## config.mk

```make
export PLATFORM = sky130hd
export DESIGN_NAME = bp_me_mem_cmd_arbiter
export DESIGN_NICKNAME = d
export VERILOG_FILES = /design/src/rtl/bp_me_mem_cmd_arbiter.sv
export SDC_FILE = /design/constraint.sdc
export NUM_CORES = 1
export LEC_CHECK = 0
export BUFFER_PORTS_ARGS = -buffer_cell sky130_fd_sc_hd__buf_2
export CORE_AREA = 5 5 94 96
export CTS_BUF_LIST = sky130_fd_sc_hd__clkbuf_2
export CTS_CLUSTER_SIZE = 14
export DETAILED_ROUTE_END_ITERATION = 6
export DIE_AREA = 0 0 99 101
export PLACE_DENSITY = 0.78
export SKIP_CTS_REPAIR_TIMING = 1
export SYNTH_ARGS = -nofsm -noshare
export SYNTH_HDL_FRONTEND = slang
export SYNTH_SLANG_ARGS = --single-unit
```

## constraint.sdc

```tcl
create_clock -name clk_i -period 10.08 [get_ports clk_i]
set_input_delay 1.008 -clock clk_i [delete_from_list [all_inputs] [get_ports clk_i]]
set_output_delay 1.008 -clock clk_i [all_outputs]
set_load 0.01 [all_outputs]
```

## src/rtl/bp_me_mem_cmd_arbiter.sv

```systemverilog
// bp_me_mem_cmd_arbiter: shares one memory command/response channel among num_req_p requesters.
// Commands are arbitrated round-robin. The id of each issued command goes into an in-order
// tracking FIFO, and each response is steered back to the requester at the FIFO head.
// Optional feature macro: BP_ME_MEM_ARB_PERF_EN adds per-requester grant counters and a
// stall-cycle counter.
module bp_me_mem_cmd_arbiter #(
  parameter int unsigned num_req_p         = 4,
  parameter int unsigned msg_width_p       = 32,
  parameter int unsigned max_outstanding_p = 8,
  localparam int unsigned req_id_width_lp  = (num_req_p > 1) ? $clog2(num_req_p) : 1,
  localparam int unsigned out_width_lp     = $clog2(max_outstanding_p + 1)
) (
  input  logic                             clk_i,
  input  logic                             reset_n_i,
  input  logic [num_req_p*msg_width_p-1:0] req_cmd_i,
  input  logic [num_req_p-1:0]             req_cmd_v_i,
  output logic [num_req_p-1:0]             req_cmd_ready_o,
  output logic [msg_width_p-1:0]           req_resp_o,
  output logic [num_req_p-1:0]             req_resp_v_o,
  input  logic [num_req_p-1:0]             req_resp_yumi_i,
  output logic [msg_width_p-1:0]           mem_cmd_o,
  output logic                             mem_cmd_v_o,
  input  logic                             mem_cmd_ready_i,
  input  logic [msg_width_p-1:0]           mem_resp_i,
  input  logic                             mem_resp_v_i,
  output logic                             mem_resp_yumi_o,
  output logic [out_width_lp-1:0]          outstanding_o,
`ifdef BP_ME_MEM_ARB_PERF_EN
  output logic [num_req_p*32-1:0]          grant_cnt_o,
  output logic [31:0]                      stall_cnt_o,
`endif
  output logic                             err_o
);

  localparam int unsigned PtrW = (max_outstanding_p > 1) ? $clog2(max_outstanding_p) : 1;
  localparam logic [num_req_p-1:0] OneHot0 = {{(num_req_p-1){1'b0}}, 1'b1};

  logic [req_id_width_lp-1:0] rr_q, rr_d;
  logic [req_id_width_lp-1:0] grant;
  logic                       any_v;
  logic [PtrW-1:0]            wptr_q, rptr_q;
  logic [out_width_lp-1:0]    count_q;
  logic                       err_q;
  logic [req_id_width_lp-1:0] fifo_q [max_outstanding_p];
  logic [req_id_width_lp-1:0] head;
  logic                       full, empty, push, pop;

  assign full  = (count_q == out_width_lp'(max_outstanding_p));
  assign empty = (count_q == '0);
  assign head  = fifo_q[rptr_q];

  // Round-robin search starting at rr_q; independent of mem_cmd_ready_i.
  always_comb begin
    grant = rr_q;
    any_v = 1'b0;
    for (int k = 0; k < int'(num_req_p); k++) begin
      if (!any_v && req_cmd_v_i[(int'(rr_q) + k) % int'(num_req_p)]) begin
        any_v = 1'b1;
        grant = req_id_width_lp'((int'(rr_q) + k) % int'(num_req_p));
      end
    end
  end

  // Command-side outputs; everything is held off while reset is asserted.
  always_comb begin
    mem_cmd_o       = req_cmd_i[int'(grant)*msg_width_p +: msg_width_p];
    mem_cmd_v_o     = reset_n_i & any_v & ~full;
    req_cmd_ready_o = '0;
    if (reset_n_i && any_v && mem_cmd_ready_i && !full) begin
      req_cmd_ready_o = OneHot0 << grant;
    end
    push = mem_cmd_v_o & mem_cmd_ready_i;
    rr_d = rr_q;
    if (push) begin
      rr_d = (int'(grant) == int'(num_req_p) - 1) ? '0 : grant + 1'b1;
    end
  end

  // Response steering; a response with nothing outstanding is consumed and dropped.
  always_comb begin
    req_resp_o      = mem_resp_i;
    req_resp_v_o    = '0;
    mem_resp_yumi_o = 1'b0;
    if (reset_n_i && mem_resp_v_i) begin
      if (!empty) begin
        req_resp_v_o    = OneHot0 << head;
        mem_resp_yumi_o = req_resp_yumi_i[head];
      end else begin
        mem_resp_yumi_o = 1'b1;
      end
    end
    pop = mem_resp_yumi_o & ~empty;
  end

  // Arbitration pointer, FIFO pointers, occupancy and sticky error.
  always_ff @(posedge clk_i) begin
    if (!reset_n_i) begin
      rr_q    <= '0;
      wptr_q  <= '0;
      rptr_q  <= '0;
      count_q <= '0;
      err_q   <= 1'b0;
    end else begin
      rr_q <= rr_d;
      if (push) wptr_q <= (wptr_q == PtrW'(max_outstanding_p - 1)) ? '0 : wptr_q + 1'b1;
      if (pop)  rptr_q <= (rptr_q == PtrW'(max_outstanding_p - 1)) ? '0 : rptr_q + 1'b1;
      if (push && !pop)      count_q <= count_q + 1'b1;
      else if (pop && !push) count_q <= count_q - 1'b1;
      if (mem_resp_v_i && empty) err_q <= 1'b1;
    end
  end

  // Tracking FIFO storage; contents are don't-care until written.
  always_ff @(posedge clk_i) begin
    if (push) fifo_q[wptr_q] <= grant;
  end

  assign outstanding_o = count_q;
  assign err_o         = err_q;

`ifdef BP_ME_MEM_ARB_PERF_EN
  logic [num_req_p-1:0][31:0] grant_cnt_q;
  logic [31:0]                stall_cnt_q;

  // Free-running performance counters, wrapping at 2^32.
  always_ff @(posedge clk_i) begin
    if (!reset_n_i) begin
      grant_cnt_q <= '0;
      stall_cnt_q <= '0;
    end else begin
      if (push) grant_cnt_q[grant] <= grant_cnt_q[grant] + 32'd1;
      if (any_v && (full || !mem_cmd_ready_i)) stall_cnt_q <= stall_cnt_q + 32'd1;
    end
  end

  assign grant_cnt_o = grant_cnt_q;
  assign stall_cnt_o = stall_cnt_q;
`endif

`ifndef SYNTHESIS
  // A requester may only consume a response that is being offered to it.
  always @(posedge clk_i) begin
    if (reset_n_i) begin
      assert ((req_resp_yumi_i & ~req_resp_v_o) == '0)
        else $error("yumi asserted without matching response valid");
    end
  end
`endif

endmodule
```

== Word-level counts from Yosys, hierarchy flattened ==
Memories as Yosys holds them, arrays and structs flattened. A register that Yosys moved wholly into a read port is not among the register bits.
Cells that the tools add are included.

* Bits in registers: 13
* RAM bits: 16
* Input bits: 172
* Output and inout port bits: 79
* Word-level logic and storage cells: 90
* Memories kept: 1

* Add/sub/neg operators: 8
* Magnitude comparators: 5
* Eq/ne operators: 4
* Shift operators: 3
* Muxes and demuxes: 34
* Bitwise operators: 9
* Reduce and logical (&&, ||, !) cells: 21

{| class="wikitable"
|+ Memories
! name !! depth !! width !! rd ports !! clocked after memory_dff !! wr ports !! line !! text
|-
| fifo_q || 8 || 2 || 1 || 1 || 1 || 44 || <nowiki>logic [req_id_width_lp-1:0] fifo_q [max_outstanding_p];</nowiki>
|}

{| class="wikitable"
|+ Operators with widths
! cell !! count
|-
| 128-bit by 8-bit indexed part select with 32-bit output || 1
|-
| 4-bit 2-to-1 mux || 5
|-
| 1-bit 2-to-1 mux || 16
|-
| 3-bit by 4-bit less-than comparator with 1-bit output, second input constant || 3
|-
| 3-bit 2-to-1 mux || 4
|-
| 1-bit binary-select mux with 2-bit select || 5
|-
| 1-bit logical AND || 10
|-
| 2-bit 2-to-1 mux || 4
|-
| 1-bit by 2-bit left shift with 4-bit output, first input constant || 2
|-
| 3-bit by 1-bit adder with 3-bit output, second input constant || 2
|-
| 3-bit == test, second input constant || 2
|-
| 1-bit zero test || 6
|-
| 2-bit by 3-bit less-than comparator with 1-bit output, second input constant || 2
|-
| 2-bit OR reduction || 3
|-
| 2-bit by 1-bit adder with 2-bit output, second input constant || 2
|-
| 2-bit adder, second input constant || 2
|-
| 4-bit by 1-bit adder with 4-bit output, second input constant || 1
|-
| 1-bit AND || 4
|-
| 4-bit == test, second input constant || 1
|-
| 4-bit zero test || 1
|-
| 4-bit by 1-bit subtractor with 4-bit output, second input constant || 1
|-
| 1-bit AND, first input constant || 3
|-
| 2-bit by 1-bit == test with 1-bit output, second input constant || 1
|-
| 1-bit NOT || 2
|-
| 2-bit nonzero test || 1
|}

== Longest topological paths before layout ==
* Word-level depth: 21
* Gate-level depth with buffers: 14
* Mapped depth without buffers: 12

== Worst setup path before layout ==
Ideal clock, no wire load.

* Path kind: input-to-output
* Start: input port req_cmd_v_i[0]
* End: output port mem_cmd_o[10]
* Arrival time: 2.741 ns
* Required time: 9.072 ns
* Setup slack: 6.331 ns
* Stages: 6
* Buffers on the path: 1
* Cell sequence: nor2b_1 a211o_1 a21oi_1 inv_2 buf_2 mux4_2

* Longest elaborated chain between the ends: 13
* Elaborated cells on any way between the ends: 24
* Classes of those cells: shift (1); mux (17); reduce/logical (6)

{| class="wikitable"
|+ RTL lines
! what !! line !! text
|-
| start, declared || 16 || <nowiki>input logic [num_req_p-1:0] req_cmd_v_i,</nowiki>
|-
| 1-bit binary-select mux with 2-bit select || 57 || <nowiki>if (!any_v && req_cmd_v_i[(int'(rr_q) + k) % int'(num_req_p)]) begin</nowiki>
|-
| 1-bit 2-to-1 mux (not written as such) || 57 ||
|-
| 1-bit 2-to-1 mux || 57 ||
|-
| 1-bit zero test || 57 ||
|-
| 1-bit logical AND || 57 ||
|-
| 1-bit 2-to-1 mux || 57 ||
|-
| 1-bit zero test || 57 ||
|-
| 1-bit logical AND || 57 ||
|-
| 1-bit 2-to-1 mux || 57 ||
|-
| 1-bit zero test || 57 ||
|-
| 1-bit logical AND || 57 ||
|-
| 2-bit 2-to-1 mux * || 57 ||
|-
| named net grant[0] || 39 || <nowiki>logic [req_id_width_lp-1:0] grant;</nowiki>
|-
| 128-bit by 8-bit indexed part select with 32-bit output * || 66 || <nowiki>mem_cmd_o = req_cmd_i[int'(grant)*msg_width_p +: msg_width_p];</nowiki>
|-
| end, declared || 21 || <nowiki>output logic [msg_width_p-1:0] mem_cmd_o,</nowiki>
|}

Mark *: on every way through the listed nets, which the timed path passes. The rest lies on a longest branch. The select of a mux whose other input is x is not followed.

== Final worst setup path ==
* Start: input port req_cmd_v_i[0]
* End: output port mem_cmd_o[8]

Same word-level chain as after synthesis.

==> metrics.md <==
| Metric | Value |
|---|---|
| Run status | `completed` |
| Yosys warning count | `0` |
| CTS tree | `done` |
| Worst skew pair latency | `380 ps` |
| Worst Hold Launch | `err_o` |
| Design Area, Final | `~0.0034 sq mm` |
| Starting Density | `0.330` |
| Hold WC Path Type | `flop to flop` |
| First-pass GRT wire length | `13.5 mm` |
| Seq pwr share | `0.380` |
| Vias per cell | `between 5 and 6` |
| MaxCap Viol Count | `0` |
| Clock power frac | `0.150` |
| Area Growth Syn to Fin | `31.0%` |
| ANT nets after route | `0` |
| Synth top area cells | `mux4_2 29%, edfxtp_1 18%, dfxtp_1 12%` |
| Crit. End Element | `output port` |
| Die Width | `around 99 um` |
| Sequential-to-total area share from yosys stat | `0.305` |
| CP arrival | `3680 ps` |
| Gr ovfl total | `0` |
| TritonRoute pass-1 iters | `4` |
| Maximum vdd ir drop | `0.0501 mV` |
| Relative slew slack | `0.336` |
| Nets | `between 500 and 600` |
| Initial antenna violation count | `1` |
| Die area | `0.0100 sq mm` |
| Slew Limit Fails | `0` |
| RSZ-0062 raised after global routing | `false` |
| LEAKAGE | `1.65 nW` |
| CTS HTree Levels | `2` |
| Mapped Avg Cell Area | `12.0 sq um` |
| CTS buffer count | `5` |
| Synthesized area | `about 0.0026 sq mm` |
| Final Hold Fails | `0` |
| DRT iter0 DRCs | `121` |
| Number of port buffers | `about 190` |
| Largest net degree at the start of global routing | `44` |
| Post-Syn Nets | `402` |
| CP startpoint | `req_cmd_v_i[0]` |
| Worst EP required | `9070 ps` |
| Detailed Place HPWL | `7.81 mm` |
| Combinational power share | `0.470` |
| Synth area leader | `mux4_2` |
| Core Footprint | `0.00797 sq mm` |
| Die Ht | `101 um` |
| GP Congestion | `0.922` |
| Cell count after synthesis | `218` |
| # setup viols final | `0` |
| Cell Rows | `33` |
| Final worst path period share | `0.465` |
| Clock sink total | `32` |
| Net Sw Frac | `0.360` |
| Worst-Margin Slew | `996 ps` |
| Vias in the first global route | `between 2000 and 3000` |
| Final min period | `4690 ps` |
| Total number of vias | `2449` |
| CTS clk-pin slew, worst paths | `160 ps` |
| Worst Skew | `13.7 ps` |
| Area share of the largest cell type after synthesis | `0.292` |
| Root buf cell | `clkbuf_2` |
| Setup TNS Final | `0 ps` |
| Netlist cell types | `39` |
| IO Pins | `251` |
| Cell Pwr Density | `roughly 120 mW/mm^2` |
| Setup CP Type | `primary input to output port` |
| Cell internal pwr | `0.266 mW` |
| Psw | `about 0.15 mW` |
| Layout cells sized above 1 | `0.647` |
| Routed WL | `9.04 mm` |
| Remaining DRCs | `0` |
| Startpoint Class | `primary input` |
| CTS Buffer Depth | `2` |
| GRT Util Overall | `0.173` |
| Max FO, Critical Path | `34` |
| Area after DPL | `around 0.0034 sq mm` |
| Yosys reg bits | `32` |
| Wire per inst | `19.1 um` |
| FMAX | `213 MHz` |
cell families (layout without fill, tap and decap cells):
group,count (synthesis),in the layout,synth area share
other,0,1,0
AO/OA/AOI/OAI,20,20,0.0467
adder cells (fa/ha/maj),12,12,0.0600
multiplexers,45,45,0.353
flip-flops,32,32,0.305
AND/OR/NAND/NOR,54,54,0.101
buffers and inverters,52,202,0.124
XOR/XNOR,3,3,0.0100
per-layer routing:
metal	track usage	vias to the layer above	part of all wire
li1	-	1099	-
met1	0.183	1175	0.34
met2	0.309	157	0.53
met3	0.0830	18	0.11
met4	0.0462	0	0.016
met5	0	-	0
registers in the layout, indices dropped and copies added (netlist names), named ones only:
signal,flops
fifo_q,16
outstanding_o,4
rptr_q,3
wptr_q,3
rr_q,2
err_o,1
per-stage QoR:
step / hold WS (ps) / worst slack, ps / util / cells / total power, mW
finish: 482 / 5390 / 0.432 / 474 / 0.415
global route: 516 / 5070 / 0.432 / 474 / 0.445
CTS: 493 / 5370 / 0.431 / 473 / 0.420
detailed placement: 452 / 5370 / 0.426 / 465 / 0.358
global placement: 441 / 5570 / 0.426 / 465 / 0.351
floorplan: 458 / 6330 / - / 218 / 0.295
synthesized netlist by cell type, drive strengths merged:
cell type	n
a31oi	1
nor2b	2
mux2	5
o22a	1
mux2i	4
o21ai	1
nand2	21
or3	4
inv	8
dfxtp	16
nor4b	2
nor4	2
edfxtp	16
xnor2	2
buf	37
clkbuf	7
mux4	36
fa	1
nand2b	1
a21o	1
o221ai	1
and3	5
o41ai	1
a211o	1
a311oi	1
nor3	3
ha	11
xor2	1
nor3b	2
nor2	12
a21oi	12
worst max-delay path: stages:
cell and delay (ps):
buf_2 120, nor2b_1 140, a211o_1 280, a21oi_1 690, inv_2 610, mux4_2 660, buf_2 160
cell usage in the layout (no fill, tap or decap), types with 2 or more instances in the layout:
| cell | n |
|---|---|
| buf_2 | 186 |
| mux4_2 | 34 |
| nand2_1 | 20 |
| dfxtp_1 | 16 |
| edfxtp_1 | 16 |
| a21oi_1 | 12 |
| nor2_1 | 12 |
| ha_1 | 11 |
| and3_1 | 5 |
| clkbuf_2 | 5 |
| inv_2 | 4 |
| inv_1 | 4 |
| or3_1 | 4 |
| mux2i_1 | 4 |
| nor3_1 | 3 |
| mux2_4 | 3 |
| nor2b_1 | 2 |
| nor4_1 | 2 |
| mux4_1 | 2 |
| nor3b_1 | 2 |
| nor4b_1 | 2 |
| xnor2_1 | 2 |
| clkinv_2 | 2 |
final cells by class:
class                   count  area [sq um]
fillers                   775          4530
multi-input cells         134          1500
repair buffers            186           931
flip-flops and latches     32           801
well taps                 105           131
inverters                   8          30.0
clock buffers               5          25.0
clock inverters             3          18.8
diodes                      1          2.50
power groups by stage:
stage	logic [mW]	clock network, mW	registers (mW)
CTS	0.198	0.0637	0.158
global route	0.215	0.0704	0.160
floorplan	0.136	0	0.159
finish	0.195	0.0622	0.158
global placement	0.191	0	0.160
detailed placement	0.197	0	0.161
worst paths after layout:
kind | to | slack (ps) | cells after the start
min | err_o | 480 | 2
min reg2reg | err_o | 480 | 2
max | mem_cmd_o[8] | 5390 | 7
max reg2reg | outstanding_o[3] | 6550 | 12
No activity file was read; power rests on OpenSTA's default activity.
